## config.mk

```make
export PLATFORM = sky130hd
export DESIGN_NAME = conv_stream_feeder
export DESIGN_NICKNAME = d
export VERILOG_FILES = /design/src/rtl/conv_stream_feeder.sv
export SDC_FILE = /design/constraint.sdc
export NUM_CORES = 1
export LEC_CHECK = 0
export ABC_CLOCK_PERIOD_IN_PS = 5300
export BUFFER_PORTS_ARGS = -buffer_cell sky130_fd_sc_hd__clkbuf_2
export CAP_MARGIN = 20
export CORE_MARGIN = 2
export CORE_UTILIZATION = 35
export DETAILED_ROUTE_END_ITERATION = 8
export GPL_ROUTABILITY_DRIVEN = 1
export SYNTH_ARGS = -nofsm -noshare
export SYNTH_HDL_FRONTEND = slang
export SYNTH_SLANG_ARGS = --single-unit
```

## constraint.sdc

```tcl
create_clock -name clk -period 5.3 [get_ports clk]
set_clock_uncertainty 0.05 [all_clocks]
set_input_delay 0.53 -clock clk [delete_from_list [all_inputs] [get_ports clk]]
set_output_delay 0.53 -clock clk [all_outputs]
set_load 0.005 [all_outputs]
```

## src/rtl/conv_stream_feeder.sv

```systemverilog
// Feeds the systolic convolution engine: bias + weights first, then the layer's pixels, then a flush.
// Optional build macro CONV_FEEDER_STALL_STATS_EN adds the stall_cnt output.
module conv_stream_feeder #(
    parameter int unsigned IMG_DIM    = 6,
    parameter int unsigned KERNEL_DIM = 3,
    parameter int unsigned DATA_WIDTH = 16
) (
    input  logic                  clk,
    input  logic                  reset,
    input  logic                  start,
    input  logic [31:0]           layer_nr_in,
    input  logic                  s_valid,
    input  logic [DATA_WIDTH-1:0] s_data,
    output logic                  s_ready,
    output logic                  weight_we,
    output logic [DATA_WIDTH-1:0] weight_data,
    output logic                  conv_en,
    output logic [DATA_WIDTH-1:0] pixel_out,
    output logic [31:0]           layer_nr,
    output logic                  busy,
    output logic                  done
`ifdef CONV_FEEDER_STALL_STATS_EN
    ,
    output logic [31:0]           stall_cnt
`endif
);

    localparam int unsigned NUM_WEIGHTS = KERNEL_DIM * KERNEL_DIM + 1;
    localparam int unsigned WCNT_W      = $clog2(KERNEL_DIM * KERNEL_DIM + 2);
    localparam int unsigned FCNT_W      = (KERNEL_DIM > 1) ? $clog2(KERNEL_DIM) : 1;
    localparam int unsigned POOL_DIM    = (IMG_DIM - KERNEL_DIM + 1) / 2;

    localparam logic [31:0]       NPIX_L0   = 32'(IMG_DIM * IMG_DIM);
    localparam logic [31:0]       NPIX_L1   = 32'(POOL_DIM * POOL_DIM);
    localparam logic [WCNT_W-1:0] WCNT_LAST = WCNT_W'(NUM_WEIGHTS - 1);
    localparam logic [FCNT_W-1:0] FCNT_LAST = FCNT_W'(KERNEL_DIM - 1);

    typedef enum logic [2:0] {
        IDLE,
        LOAD_W,
        STREAM,
        FLUSH,
        DONE
    } state_t;

    state_t                  state_q, state_d;
    logic [WCNT_W-1:0]       wcnt_q, wcnt_d;
    logic [31:0]             pcnt_q, pcnt_d;
    logic [FCNT_W-1:0]       fcnt_q, fcnt_d;
    logic [31:0]             layer_q, layer_d;
    logic                    weight_we_q, weight_we_d;
    logic [DATA_WIDTH-1:0]   weight_data_q, weight_data_d;
    logic                    conv_en_q, conv_en_d;
    logic [DATA_WIDTH-1:0]   pixel_q, pixel_d;
    logic                    busy_q, busy_d;
    logic                    done_q, done_d;
    logic [31:0]             n_pix;

    // Pixel count is derived from the latched layer, so it is stable for the whole job.
    always_comb begin
        unique case (layer_q)
            32'd0:   n_pix = NPIX_L0;
            32'd1:   n_pix = NPIX_L1;
            default: n_pix = '0;
        endcase
    end

    // Ready depends on state only, so the upstream FIFO sees no combinational loop through s_valid.
    assign s_ready = (state_q == LOAD_W) || (state_q == STREAM);

    always_comb begin
        state_d       = state_q;
        wcnt_d        = wcnt_q;
        pcnt_d        = pcnt_q;
        fcnt_d        = fcnt_q;
        layer_d       = layer_q;
        weight_we_d   = 1'b0;
        weight_data_d = weight_data_q;
        conv_en_d     = 1'b0;
        pixel_d       = pixel_q;
        busy_d        = busy_q;
        done_d        = 1'b0;

        unique case (state_q)
            IDLE: begin
                if (start) begin
                    state_d = LOAD_W;
                    layer_d = layer_nr_in;
                    busy_d  = 1'b1;
                    wcnt_d  = '0;
                    pcnt_d  = '0;
                    fcnt_d  = '0;
                end
            end
            LOAD_W: begin
                if (s_valid) begin
                    weight_we_d   = 1'b1;
                    weight_data_d = s_data;
                    wcnt_d        = wcnt_q + 1'b1;
                    if (wcnt_q == WCNT_LAST) begin
                        state_d = (n_pix == '0) ? FLUSH : STREAM;
                        fcnt_d  = '0;
                    end
                end
            end
            STREAM: begin
                if (s_valid) begin
                    conv_en_d = 1'b1;
                    pixel_d   = s_data;
                    pcnt_d    = pcnt_q + 32'd1;
                    if (pcnt_q == n_pix - 32'd1) begin
                        state_d = FLUSH;
                        fcnt_d  = '0;
                    end
                end
            end
            FLUSH: begin
                pixel_d = '0;
                if (fcnt_q == FCNT_LAST) begin
                    state_d = DONE;
                    done_d  = 1'b1;
                end else begin
                    fcnt_d = fcnt_q + 1'b1;
                end
            end
            DONE: begin
                state_d = IDLE;
                busy_d  = 1'b0;
                wcnt_d  = '0;
                pcnt_d  = '0;
                fcnt_d  = '0;
            end
            default: begin
                state_d = IDLE;
            end
        endcase
    end

    always_ff @(posedge clk or posedge reset) begin
        if (reset) begin
            state_q       <= IDLE;
            wcnt_q        <= '0;
            pcnt_q        <= '0;
            fcnt_q        <= '0;
            layer_q       <= '0;
            weight_we_q   <= 1'b0;
            weight_data_q <= '0;
            conv_en_q     <= 1'b0;
            pixel_q       <= '0;
            busy_q        <= 1'b0;
            done_q        <= 1'b0;
        end else begin
            state_q       <= state_d;
            wcnt_q        <= wcnt_d;
            pcnt_q        <= pcnt_d;
            fcnt_q        <= fcnt_d;
            layer_q       <= layer_d;
            weight_we_q   <= weight_we_d;
            weight_data_q <= weight_data_d;
            conv_en_q     <= conv_en_d;
            pixel_q       <= pixel_d;
            busy_q        <= busy_d;
            done_q        <= done_d;
        end
    end

    assign weight_we   = weight_we_q;
    assign weight_data = weight_data_q;
    assign conv_en     = conv_en_q;
    assign pixel_out   = pixel_q;
    assign layer_nr    = layer_q;
    assign busy        = busy_q;
    assign done        = done_q;

`ifdef CONV_FEEDER_STALL_STATS_EN
    logic [31:0] stall_q, stall_d;

    // Counts ready-but-starved cycles; value survives done so software can read it afterwards.
    always_comb begin
        stall_d = stall_q;
        if ((state_q == IDLE) && start) begin
            stall_d = '0;
        end else if (s_ready && !s_valid && (stall_q != '1)) begin
            stall_d = stall_q + 32'd1;
        end
    end

    always_ff @(posedge clk or posedge reset) begin
        if (reset) begin
            stall_q <= '0;
        end else begin
            stall_q <= stall_d;
        end
    end

    assign stall_cnt = stall_q;
`endif

endmodule
```

==> impl_metrics.toml <==
[setup_path]
r2r_end = "pixel_out[13]"
cp-startpoint = "state_q[1]"
r2r_cells = 3
critical_path_class = "flop to flop"
worstPathArrival_ns = 2.62
crit_required_ns = 5.42
rrSetupSlack_ns = 2.80
cp-start-kind = "flop"
path_max_fanout = 34
r2r-start = "state_q[1]"
end_kind = "flop"

[synthesis]
synth_area_per_cell_sq_um = 10.94
synthArstFlopShare = 1.000
yosys.area.top_type = "dfrtp_1"
synthFlopType = "dfrtp_1"
ys_seq_area_frac = 0.5539
yosysWarnings = 0
syn_inst = 450
syn-num-nets = 506
synth.cell_area_sq_mm = 0.004925
yosys_register_bits = 109
synth_edf_count = 0
yosys.area.top_type_share = 0.5539
synthTopCellsByArea = "dfrtp_1 55%, mux2_2 11%, nand2_1 4.4%"
ys_types = 45

[routing]
viasPerCell = 4.928
dr.pass1.iters = 5
drt-total-wl_mm = 10.43
drc = 0
antenna_left = 0
vias = 3691
drt_iter0_markers = 142
wl_per_cell_um = 13.92

[clocking]
cts_tree = "built"
ctsResizeCount = 0
cts_buffer_depth = 2
htreeDepth = 3
post_cts_buffers = 0
hold_buffers = 0
clkTransAtPathRegs_ns = 0.07
clock_sinks = 109
cts_root_buffer = "clkbuf_16"
clk-insertion-delay-late_ns = 0.34
cts_made_buffers = 9

[grt]
overflow = 0
antenna_found_initial = 0
grt_pass1_wl_mm = 17.30
track_usage = 0.1447
grt_pass1_vias = 3611
grt_max_degree = 63

[floorplan]
die_h_um = 122.6
start_util = 0.3562
die_w_um = 122.6
boundaryPins = 121
rows = 43
die_area_sq_mm = 0.01504
core_sq_mm = 0.01383

[timing]
tns_ns = 0
setup_violations = 0
rsz0062_at_grt = "no"
fin_ws_ns = 2.798
fmax_mhz = 399.6
slew_headroom = 0.3417
period_needed_ns = 2.502
finalCritPeriodShare = 0.4721
slew_viol_final = 0
hold_viol = 0
worstMarginPinSlew_ns = 0.9875
hold_ws_ns = 0.1764

[placed_design]
routabilityCongestion = 0.7985
dp.final_hpwl_mm = 7.485
io_buffers = 120
place_ws_ns = 2.876
place_area_sq_mm = 0.005688

[power]
power_switching_uw = 861.5
p_clk_frac = 0.250
comb_power_share = 0.276
irDropWorstVdd_uv = 219.4
swShare = 0.3122
seq_power_share = 0.475
leakage_nw = 2.816
power_density_mw_per_mm2 = 460.3
p_int_mw = 1.898

[cells_and_area]
multi_input_area_sq_mm = 0.002068
design_area_sq_mm = 0.005996
final_cell_mix = "120 x clkbuf_2, 109 x dfrtp_1, 58 x nand2_1, 47 x mux2_2, 46 x nor2_1"
seq_area_sq_mm = 0.002728
final_common_cell = "clkbuf_2"
fin_util = 0.4336
nFillCells = 1322
drive_above_1_share = 0.3427
area_growth_pct = 21.75
layout.nets = 620
n_antenna_cell = 0

[outcome]
status = "finished clean"

[run]
cap_violations = 0

[hold_path]
hold_class = "input pin to async pin"
kinds of logic (layout without fill, tap and decap cells):
| kind of cell | after synthesis | count (layout) | share of synthesized area |
|---|---|---|---|
| adders and majority gates | 4 | 4 | 0.01016 |
| AOI/OAI and AO/OA | 45 | 45 | 0.06073 |
| xor gates and xnor gates | 33 | 33 | 0.05869 |
| and+or+nand+nor | 179 | 179 | 0.1763 |
| buffers and inverters | 30 | 149 | 0.02668 |
| DFF | 109 | 109 | 0.5539 |
| muxes | 50 | 50 | 0.1136 |
registers in the layout, summed over array words and instances (netlist names):
signal,cells
pcnt_q,32
conv_en,1
state_q,3
wcnt_q,4
busy,1
fcnt_q,2
weight_data,16
weight_we,1
layer_nr,32
pixel_out,16
done,1
worst max path at each step:
stage | end | slack, ns | cells after the start
floorplan | busy | 1.85 | 1
global placement | pixel_out[14] | 2.95 | 3
detailed placement | pixel_out[4] | 2.88 | 3
CTS | pixel_out[13] | 2.79 | 3
global route | pixel_out[13] | 2.48 | 3
finish | pixel_out[13] | 2.80 | 3
critical path, stage by stage (launching register included):
cell and delay (ns):
dfrtp_1 0.65, nor3b_1 0.49, and2_1 0.86, o21ai_0 0.27
cells in the mapped netlist (3+ instances only):
cell type	n
and3_1	7
and4_1	4
xnor2_1	9
nand4_1	15
xor2_1	24
a21oi_1	10
buf_2	6
ha_1	4
nand3_1	11
mux2_2	47
nand2b_1	3
mux2i_1	3
nand2_1	58
inv_1	9
dfrtp_1	109
nor4_1	15
nor2_1	47
clkbuf_1	12
nor3_1	7
o21ai_0	21
routing by layer:
metal,GRT usage,share of wire,vias to the layer above
met4,0.04957,0.014,0
li1,-,-,1785
met2,0.2139,0.48,72
met3,0.03810,0.042,14
met5,0,0,-
met1,0.2059,0.46,1820
through the flow:
step                cells  power (mW)
floorplan             450       1.715
finish                749       2.760
detailed placement    733       2.098
CTS                   749       2.798
global placement      733       2.073
global route          749       2.951
cell type report:
type / count / share of cell area
multi-input combinational: 311 / 0.3449
timing repair buffer: 124 / 0.1052
clock inverter: 6 / 0.01148
inverter: 9 / 0.006052
sequential: 109 / 0.4549
tap: 180 / 0.03756
clock buffer: 10 / 0.03986
power groups by stage:
stage	Sequential, mW	Combinational (mW)	Clock [mW]
CTS	1.31	0.777	0.709
floorplan	1.30	0.415	0
global placement	1.31	0.760	0
detailed placement	1.33	0.772	0
finish	1.31	0.761	0.689
global route	1.35	0.853	0.747
No activity file was read; power rests on OpenSTA's default activity.
